--- config.mk ---
export PLATFORM = sky130hd
export DESIGN_NAME = sram_arbiter_flat
export DESIGN_NICKNAME = d
export VERILOG_FILES = /design/src/rtl/sram_arbiter_if.sv /design/src/rtl/sram_arbiter.sv /design/src/flat_wrapper.sv
export SDC_FILE = /design/constraint.sdc
export NUM_CORES = 1
export LEC_CHECK = 0
export BUFFER_PORTS_ARGS = -buffer_cell sky130_fd_sc_hd__buf_4
export CAP_MARGIN = 25
export CORE_AREA = 2 2 173 175
export CTS_BUF_LIST = sky130_fd_sc_hd__clkbuf_4 sky130_fd_sc_hd__clkbuf_8
export CTS_CLUSTER_DIAMETER = 150
export DETAILED_ROUTE_END_ITERATION = 7
export DIE_AREA = 0 0 175 177
export PLACE_DENSITY_LB_ADDON = 0.08
export SLEW_MARGIN = 20
export SYNTH_ARGS = -nofsm -noshare
export SYNTH_HDL_FRONTEND = slang
export SYNTH_SLANG_ARGS = --single-unit
--- constraint.sdc ---
create_clock -name clk_sram -period 5.6 [get_ports clk_sram]
set_input_delay 0.84 -clock clk_sram [delete_from_list [all_inputs] [get_ports clk_sram]]
set_output_delay 0.84 -clock clk_sram [all_outputs]
set_load 0.02 [all_outputs]
--- src/rtl/sram_arbiter_if.sv ---
// Requester and backend signal bundle for the four-port SRAM arbiter.
// Port i of every flattened per-port vector occupies slice i.
interface sram_arbiter_if;
  logic [3:0]   port_req;
  logic [3:0]   port_we;
  logic [95:0]  port_addr;
  logic [127:0] port_wdata;
  logic [31:0]  port_burst_len;
  logic [3:0]   port_ready;
  logic [3:0]   port_ack;
  logic [31:0]  port_rdata;
  logic [15:0]  port_burst_rdata;
  logic [3:0]   port_burst_data_valid;
  logic         mem_req;
  logic         mem_we;
  logic [23:0]  mem_addr;
  logic [31:0]  mem_wdata;
  logic [7:0]   mem_burst_len;
  logic [31:0]  mem_rdata;
  logic [15:0]  mem_burst_rdata;
  logic         mem_burst_data_valid;
  logic         mem_ack;
  logic         mem_ready;

  // Arbiter side.
  modport slave (
    input  port_req, port_we, port_addr,
    input  port_wdata, port_burst_len,
    output port_ready, port_ack, port_rdata,
    output port_burst_rdata, port_burst_data_valid,
    output mem_req, mem_we, mem_addr,
    output mem_wdata, mem_burst_len,
    input  mem_rdata, mem_burst_rdata,
    input  mem_burst_data_valid, mem_ack,
    input  mem_ready
  );

  // Requester/backend environment side.
  modport master (
    output port_req, port_we, port_addr,
    output port_wdata, port_burst_len,
    input  port_ready, port_ack, port_rdata,
    input  port_burst_rdata, port_burst_data_valid,
    input  mem_req, mem_we, mem_addr,
    input  mem_wdata, mem_burst_len,
    output mem_rdata, mem_burst_rdata,
    output mem_burst_data_valid, mem_ack,
    output mem_ready
  );
endinterface

--- src/rtl/sram_arbiter.sv ---
// Four-port SRAM arbiter: port 0 strict priority, ports 1-3 round-robin.
// Forwards single-word and read-burst transactions, flags backend misuse.
module sram_arbiter (
  input  logic          clk_sram,
  input  logic          rst_n_sram,
  sram_arbiter_if.slave bus,
  output logic          err_protocol
);

  typedef enum logic {IDLE, ACTIVE} state_t;

  state_t      state_q, state_d;
  logic [1:0]  grant_q, grant_d;
  logic [1:0]  rr_q, rr_d;
  logic [8:0]  beat_q, beat_d;
  logic        req_q, req_d;
  logic        we_q, we_d;
  logic [23:0] addr_q, addr_d;
  logic [31:0] wdata_q, wdata_d;
  logic [7:0]  blen_q, blen_d;
  logic        err_q, err_d;

  logic [1:0]  win;
  logic [1:0]  c0, c1, c2;
  logic        win_we;
  logic [9:0]  beat_sum;
  logic [3:0]  gnt_oh;
  logic        active;

  // Winner: port 0 first, else first requester after rr_q in 1->2->3.
  always_comb begin
    c0 = (rr_q == 2'd3) ? 2'd1 : rr_q + 2'd1;
    c1 = (c0 == 2'd3) ? 2'd1 : c0 + 2'd1;
    c2 = (c1 == 2'd3) ? 2'd1 : c1 + 2'd1;
    if (bus.port_req[0])       win = 2'd0;
    else if (bus.port_req[c0]) win = c0;
    else if (bus.port_req[c1]) win = c1;
    else                       win = c2;
  end

  assign win_we   = bus.port_we[win];
  assign beat_sum = {1'b0, beat_q}
                  + {9'd0, bus.mem_burst_data_valid};

  // Next-state: grant in IDLE, beat count and completion in ACTIVE.
  always_comb begin
    state_d = state_q;
    grant_d = grant_q;
    rr_d    = rr_q;
    beat_d  = beat_q;
    req_d   = req_q;
    we_d    = we_q;
    addr_d  = addr_q;
    wdata_d = wdata_q;
    blen_d  = blen_q;
    err_d   = err_q;
    unique case (state_q)
      IDLE: begin
        if (bus.mem_ack || bus.mem_burst_data_valid)
          err_d = 1'b1;
        if (|bus.port_req && bus.mem_ready) begin
          state_d = ACTIVE;
          grant_d = win;
          beat_d  = 9'd0;
          req_d   = 1'b1;
          we_d    = win_we;
          addr_d  = bus.port_addr[int'(win)*24 +: 24];
          wdata_d = bus.port_wdata[int'(win)*32 +: 32];
          blen_d  = win_we ? 8'd0
                  : bus.port_burst_len[int'(win)*8 +: 8];
        end
      end
      ACTIVE: begin
        if (bus.mem_burst_data_valid && beat_q != 9'h1FF)
          beat_d = beat_q + 9'd1;
        if (bus.mem_ack) begin
          state_d = IDLE;
          req_d   = 1'b0;
          blen_d  = 8'd0;
          if (grant_q != 2'd0)
            rr_d = grant_q;
          if (blen_q != 8'd0 && beat_sum != {2'b00, blen_q})
            err_d = 1'b1;
        end
      end
      default: state_d = IDLE;
    endcase
  end

  // State and backend-facing registers; reset abandons any transaction.
  always_ff @(posedge clk_sram or negedge rst_n_sram) begin
    if (!rst_n_sram) begin
      state_q <= IDLE;
      grant_q <= 2'd0;
      rr_q    <= 2'd3;
      beat_q  <= 9'd0;
      req_q   <= 1'b0;
      we_q    <= 1'b0;
      addr_q  <= 24'd0;
      wdata_q <= 32'd0;
      blen_q  <= 8'd0;
      err_q   <= 1'b0;
    end else begin
      state_q <= state_d;
      grant_q <= grant_d;
      rr_q    <= rr_d;
      beat_q  <= beat_d;
      req_q   <= req_d;
      we_q    <= we_d;
      addr_q  <= addr_d;
      wdata_q <= wdata_d;
      blen_q  <= blen_d;
      err_q   <= err_d;
    end
  end

  assign active = (state_q == ACTIVE);
  assign gnt_oh = 4'b0001 << grant_q;

  assign bus.port_ready = {4{bus.mem_ready && !active}};
  assign bus.port_ack   = (active && bus.mem_ack) ? gnt_oh : 4'd0;
  assign bus.port_burst_data_valid =
    (active && bus.mem_burst_data_valid) ? gnt_oh : 4'd0;
  assign bus.port_rdata       = bus.mem_rdata;
  assign bus.port_burst_rdata = bus.mem_burst_rdata;

  assign bus.mem_req       = req_q;
  assign bus.mem_we        = we_q;
  assign bus.mem_addr      = addr_q;
  assign bus.mem_wdata     = wdata_q;
  assign bus.mem_burst_len = blen_q;
  assign err_protocol      = err_q;

endmodule
--- src/flat_wrapper.sv ---
// flat-port wrapper written by rule: the top's interface ports become plain ports
module sram_arbiter_flat 
  (clk_sram, rst_n_sram, err_protocol, bus_port_req, bus_port_we, bus_port_addr, bus_port_wdata, bus_port_burst_len, bus_port_ready, bus_port_ack, bus_port_rdata, bus_port_burst_rdata, bus_port_burst_data_valid, bus_mem_req, bus_mem_we, bus_mem_addr, bus_mem_wdata, bus_mem_burst_len, bus_mem_rdata, bus_mem_burst_rdata, bus_mem_burst_data_valid, bus_mem_ack, bus_mem_ready);
  sram_arbiter_if bus_i ();
  input  logic clk_sram;
  input  logic rst_n_sram;
  output logic err_protocol;
  input wire logic [$bits(bus_i.port_req)-1:0] bus_port_req;
  input wire logic [$bits(bus_i.port_we)-1:0] bus_port_we;
  input wire logic [$bits(bus_i.port_addr)-1:0] bus_port_addr;
  input wire logic [$bits(bus_i.port_wdata)-1:0] bus_port_wdata;
  input wire logic [$bits(bus_i.port_burst_len)-1:0] bus_port_burst_len;
  output wire logic [$bits(bus_i.port_ready)-1:0] bus_port_ready;
  output wire logic [$bits(bus_i.port_ack)-1:0] bus_port_ack;
  output wire logic [$bits(bus_i.port_rdata)-1:0] bus_port_rdata;
  output wire logic [$bits(bus_i.port_burst_rdata)-1:0] bus_port_burst_rdata;
  output wire logic [$bits(bus_i.port_burst_data_valid)-1:0] bus_port_burst_data_valid;
  output wire logic [$bits(bus_i.mem_req)-1:0] bus_mem_req;
  output wire logic [$bits(bus_i.mem_we)-1:0] bus_mem_we;
  output wire logic [$bits(bus_i.mem_addr)-1:0] bus_mem_addr;
  output wire logic [$bits(bus_i.mem_wdata)-1:0] bus_mem_wdata;
  output wire logic [$bits(bus_i.mem_burst_len)-1:0] bus_mem_burst_len;
  input wire logic [$bits(bus_i.mem_rdata)-1:0] bus_mem_rdata;
  input wire logic [$bits(bus_i.mem_burst_rdata)-1:0] bus_mem_burst_rdata;
  input wire logic [$bits(bus_i.mem_burst_data_valid)-1:0] bus_mem_burst_data_valid;
  input wire logic [$bits(bus_i.mem_ack)-1:0] bus_mem_ack;
  input wire logic [$bits(bus_i.mem_ready)-1:0] bus_mem_ready;
  assign bus_i.port_req = bus_port_req;
  assign bus_i.port_we = bus_port_we;
  assign bus_i.port_addr = bus_port_addr;
  assign bus_i.port_wdata = bus_port_wdata;
  assign bus_i.port_burst_len = bus_port_burst_len;
  assign bus_port_ready = bus_i.port_ready;
  assign bus_port_ack = bus_i.port_ack;
  assign bus_port_rdata = bus_i.port_rdata;
  assign bus_port_burst_rdata = bus_i.port_burst_rdata;
  assign bus_port_burst_data_valid = bus_i.port_burst_data_valid;
  assign bus_mem_req = bus_i.mem_req;
  assign bus_mem_we = bus_i.mem_we;
  assign bus_mem_addr = bus_i.mem_addr;
  assign bus_mem_wdata = bus_i.mem_wdata;
  assign bus_mem_burst_len = bus_i.mem_burst_len;
  assign bus_i.mem_rdata = bus_mem_rdata;
  assign bus_i.mem_burst_rdata = bus_mem_burst_rdata;
  assign bus_i.mem_burst_data_valid = bus_mem_burst_data_valid;
  assign bus_i.mem_ack = bus_mem_ack;
  assign bus_i.mem_ready = bus_mem_ready;
  sram_arbiter u_core (.clk_sram(clk_sram), .rst_n_sram(rst_n_sram), .bus(bus_i), .err_protocol(err_protocol));
endmodule
After elaboration in Yosys (flattened, before gate mapping)

Index checks and enable logic that the tools add are counted.

Add/sub/neg operators: 5
$mul: 1
Order comparisons: 3
Equal/unequal tests: 10
Shifts and indexed selects: 4
Muxes and demuxes: 31
Bitwise logic cells: 1
Reductions and logical operators: 16

Operators by type and width:

| operator            | number |
|---|---|
| $shiftx 128x8->32   | 1 |
| $shiftx 96x32->24   | 1 |
| $shiftx 32x6->8     | 1 |
| $mux 8              | 3 |
| $mux 9              | 2 |
| $pmux 9 s2          | 1 |
| $pmux 8 s2          | 1 |
| $mux 2              | 6 |
| $add 9x1->10        | 1 |
| $mux 1              | 10 |
| $ne 10x8->1         | 1 |
| $add 9x1->9 const B | 1 |
| $lt 2x3->1 const B  | 3 |
| $ne 9x9->1 const B  | 1 |
| $mux 4              | 2 |
| $reduce_bool 8->1   | 1 |
| $add 2x1->2 const B | 3 |
| $bmux 1 s2          | 3 |
| $eq 2x2->1 const B  | 3 |
| $logic_and 1x1->1   | 6 |
| $ne 2x2->1 const B  | 3 |
| $pmux 1 s2          | 3 |
| $reduce_and 2->1    | 3 |
| $reduce_and 3->1    | 2 |
| 8 further kinds     | 9 |

Flip-flop bits (word level): 81
Bits of input ports: 317

Depth between registers and ports, before layout

Word-level depth: 14
Gate-level depth with buffers: 10
Gate-level depth less buffers: 8

Worst setup path before layout

Ideal clock, no wire load.

Path kind: input port to flip-flop
From: input bus_mem_ready
To: register u_core.wdata_q[1], in the netlist u_core.bus.mem_wdata[1]
Arrival: 2.503 ns
Slack: 3.006 ns
Stages on the path: 6
Path buffers: 2
Path through: nor2b_1 > o41ai_2 > or2_2 > buf_2 > buf_2 > o221ai_1

Longest elaborated chain between the ends: 2

RTL lines:

| what                              | RTL line            | RTL |
|---|---|---|
| from (decl)                       | flat_wrapper.sv:27  | `input wire logic [$bits(bus_i.mem_ready)-1:0] bus_mem_ready;` |
| $logic_and 1x1->1                 | sram_arbiter.sv:61  | `if (\|bus.port_req && bus.mem_ready) begin` |
| $reduce_and 2->1 (no source line) | n/a                 |  |
| to (signal assigned)              | sram_arbiter.sv:111 | `wdata_q <= wdata_d;` |
| to (decl)                         | sram_arbiter.sv:19  | `logic [31:0] wdata_q, wdata_d;` |

Every way passes these cells.
A chain may end at the register's enable or synchronous reset.

Worst setup path in the final report

From: register u_core.rr_q[0]
To: register u_core.wdata_q[27], in the netlist u_core.bus.mem_wdata[27]

Longest elaborated chain between the ends: 10
Elaborated cells between the ends (all ways): 17

RTL lines:

| what                                      | RTL line                               | RTL |
|---|---|---|
| from (decl)                               | sram_arbiter.sv:14                     | `logic [1:0] rr_q, rr_d;` |
| from (signal assigned)                    | sram_arbiter.sv:106                    | `rr_q <= rr_d;` |
| $add 2x1->2 or $eq 2x2->1 (tied branches) | sram_arbiter.sv:32                     | `c0 = (rr_q == 2'd3) ? 2'd1 : rr_q + 2'd1;` |
| $mux 2 *                                  | sram_arbiter.sv:32                     |  |
| $add 2x1->2 or $eq 2x2->1 (tied branches) | sram_arbiter.sv:33                     | `c1 = (c0 == 2'd3) ? 2'd1 : c0 + 2'd1;` |
| $mux 2                                    | sram_arbiter.sv:33                     |  |
| $add 2x1->2, or another cell as far along | sram_arbiter.sv:34                     | `c2 = (c1 == 2'd3) ? 2'd1 : c1 + 2'd1;` |
| $mux 2 or $mux 1 (tied branches)          | sram_arbiter.sv:34, sram_arbiter.sv:37 |  |
| $mux 2                                    | sram_arbiter.sv:37                     | `else if (bus.port_req[c1]) win = c1;` |
| $mux 2 *                                  | sram_arbiter.sv:36                     | `else if (bus.port_req[c0]) win = c0;` |
| $mux 2 *                                  | sram_arbiter.sv:35                     | `if (bus.port_req[0]) win = 2'd0;` |
| $shiftx 128x8->32 *                       | sram_arbiter.sv:68                     | `wdata_d = bus.port_wdata[int'(win)*32 +: 32];` |

Mark *: on every way between the ends. The rest lies on a longest branch, timed or not. The select of a mux whose other input is x is not followed.

==> metrics.md <==
| Metric | Value |
|---|---|
| Initial antenna violation count | `3` |
| Main synth FF type | `dfrtp_1` |
| Final Core Density | `28.6%` |
| CTS tree | `done` |
| Congestion Overflow GR | `0` |
| Cts-stage hold buffer count | `0` |
| Post-cts resize count | `0` |
| Final hold vios | `0` |
| Yosys warns | `0` |
| P_leak | `about 4.3 nW` |
| DR pass1 iterations | `4` |
| Final GP Congestion | `around 0.76` |
| # DRC | `0` |
| Worst Hold Class | `input pin to asynchronous set/reset pin` |
| IO Count | `roughly 440` |
| Final setup TNS | `0 ns` |
| Data arrival time of the worst path | `approximately 3.6 ns` |
| Max stage delay on crit path | `0.59 ns` |
| Hpwl dp | `~19 mm` |
| Rows | `between 60 and 70` |
| Crit Path Max Fanout | `29` |
| Clock buffer depth | `2` |
| R2R Setup Slk | `~2.3 ns` |
| Syn Inst Count | `roughly 560` |
| Commonest non-fill, non-tap cell in the layout | `buf_4` |
| Area Overhead vs Synth | `50.5%` |
| Worst-margin pin slew | `between 0.8 and 0.9 ns` |
| Dpl cells | `1,216` |
| Synth Register Bits | `between 80 and 90` |
| DRT Wirelength | `24.3 mm` |
| CP cell instances | `inv_1 > ha_1 > o21ai_1 > a22oi_2 > or2_4 > buf_4 > mux2i_1 > o221ai_1` |
| RSZ-0062 raised after global routing | `no` |
| CP bufs+invs | `2` |
| All-Layer GR Usage | `approximately 15%` |
| Fin Clk Skew | `about 0.018 ns` |
| Clk_lat worst skew | `between 0.3 and 0.4 ns` |
| Setup CP Type | `flop to flop` |
| Mapped Nets | `between 800 and 900` |
| First-pass GRT wire length | `35.9 mm` |
| Number of distinct library cells after synthesis | `46` |
| Antenna Nets Post-Route | `0` |
| DIE HEIGHT | `approximately 180 um` |
| CTS clk-pin slew, worst paths | `0.11 ns` |
| Initial Util | `between 10% and 20%` |
| Max cap viols | `0` |
| Drt wl/cell | `between 15 and 20 um` |
| Register area share after synthesis | `between 30% and 40%` |
| Run status | `completed` |
| IO buf count | `about 350` |
| Final Net Count | `between 1k and 1.5k` |
| Non-Filler Cell Area, Final | `between 0.008 and 0.009 mm^2` |
| Die Wd | `175 um` |
| Final setup viols | `0` |
| Vias/cell | `4.34` |
| Power density over cell area | `415 mW/mm^2` |
| CP max stage cell | `a22oi_2` |
| Fraction of registers with async set/reset | `100%` |
| Post-DP Area | `0.00814 mm^2` |
| Die Area | `0.0310 mm^2` |
| Commonest cells after routing, fill and taps aside | `buf_4 (353), mux2i_1 (121), dfrtp_1 (79), nand2_1 (73), o221ai_1 (56)` |
| Clock root cell | `clkbuf_8` |
| Clock H-tree levels | `3` |
| Tmin final | `~3.3 ns` |
| Cell family with most CP delay | `compound AO/OA/AOI/OAI gates` |
| Fin Hold WS | `about 0.37 ns` |
| Layout cells sized above 1 | `about 46%` |
| Slew HR | `a little over two fifths` |
| Setup crit start kind | `flop` |
| Clk sinks | `81` |
| Routed via count | `5,365` |
| Final std cells w/o fill | `around 1.2k` |
| Fmax | `slightly above 300 MHz` |
| Largest net degree at the start of global routing | `63` |
| Peak VDD IR | `0.118 mV` |
| WP data required | `slightly below 6 ns` |
| Vias in the first global route | `between 5k and 6k` |
| Fraction of the cycle the final worst path needs | `roughly three fifths` |
| Post-Syn Area | `approximately 0.0056 mm^2` |
| Slew Limit Fails | `0` |
| Endpoint type of the worst setup path | `flop` |
| Post-synth EDFFs | `0` |
| First DRT Iteration DRCs | `140` |
| Syn Area/Cell | `a little under 10 um^2` |
| Core ar. | `between 0.02 and 0.03 mm^2` |
| Total CTS buffers | `9` |
| Setup bufs post-CTS | `0` |
[sequential cells by signal, indices dropped and copies added, names as in the netlist]
signal / cells
u_core.beat_q: 9
u_core.rr_q: 2
u_core.bus.mem_addr: 24
u_core.bus.mem_we: 1
u_core.grant_q: 2
u_core.bus.mem_req: 1
u_core.bus.mem_burst_len: 8
u_core.err_protocol: 1
u_core.bus.mem_wdata: 32
u_core.active: 1
[report_power, final]
group          total (mW)  internal, mW  switching, mW
Clock               0.491         0.216          0.275
Sequential           1.04         0.842          0.196
Combinational        1.94         0.870           1.07
Total                3.47          1.93           1.54
[worst reg2reg max path: stages, from the launching register on]
cell and delay (ns):
dfstp_2 0.56, inv_1 0.04, ha_1 0.33, o21ai_1 0.10
a22oi_2 0.59, or2_4 0.56, buf_4 0.53, mux2i_1 0.31
o221ai_1 0.15
[worst paths after layout]
| path | from | endpoint | depth (start not counted) |
|---|---|---|---|
| worst max-delay path | u_core.rr_q[0]$_DFFE_PN1P_ | u_core.bus.mem_wdata[27]$_DFFE_PN0P_ | 8 |
| worst min-delay path | rst_n_sram | u_core.bus.mem_wdata[17]$_DFFE_PN0P_ | 1 |
| worst max register to register | u_core.rr_q[0]$_DFFE_PN1P_ | u_core.bus.mem_wdata[27]$_DFFE_PN0P_ | 8 |
| worst min register to register | u_core.bus.mem_req$_DFFE_PN0P_ | u_core.bus.mem_req$_DFFE_PN0P_ | 2 |
| max in group asynchronous | rst_n_sram | u_core.bus.mem_wdata[16]$_DFFE_PN0P_ | 2 |
| min in group clk_sram | u_core.bus.mem_req$_DFFE_PN0P_ | u_core.bus.mem_req$_DFFE_PN0P_ | 2 |
[per-layer routing]
layer,routed length (um),track usage (%),part of all wire (%)
met4,553,5.21,2.3
met2,12500,27.1,52
met1,9250,17.1,38
met5,0,0,0
met3,1940,5.63,8.0
[cell usage after synthesis, drive strengths merged, types with 2 or more instances]
library cell	count	share of area, %
mux2i	121	22
dfrtp	79	36
nand2	74	5.0
buf	72	9.3
o221ai	56	8.8
clkbuf	19	1.3
nor2	17	1.1
a21oi	11	0.99
o21ai	11	1.1
nor2b	10	1.1
a211oi	8	1.1
a22o	8	1.3
xor2	8	1.3
ha	6	1.4
nand4	6	0.68
inv	5	0.34
mux2	5	1.1
nand3	5	0.45
nor3	5	0.45
xnor2	5	0.79
nand2b	4	0.45
nor4	3	0.34
o22ai	3	0.45
a31oi	2	0.23
and3	2	0.23
dfstp	2	0.95
o211ai	2	0.27
o21a	2	0.27
or2	2	0.23
[cell families after synthesis]
group	share of synthesized area (%)
AOI/OAI and AO/OA	15.9
adders and majority gates	1.35
xor gates and xnor gates	2.05
buffers and inverters	10.9
muxes	23.0
DFF	36.5
and+or+nand+nor	10.3
[per-stage QoR]
step | power (mW) | worst slack (ns)
after floorplan | 2.22 | 3.01
after global placement | 3.05 | 2.08
after detailed placement | 3.03 | 2.10
after CTS | 3.54 | 2.26
after global routing | 3.73 | 2.07
final | 3.47 | 2.29
[cell type report]
cell class	count	area [um^2]
clock inverter	7	83.8
clock buffer	9	124
tap	390	488
fill	3149	20900
multi-input combinational	386	2940
sequential	81	2030
inverter	5	18.8
antenna	3	7.51
timing repair buffer	354	2670
Power figures use the tool's default switching activity.
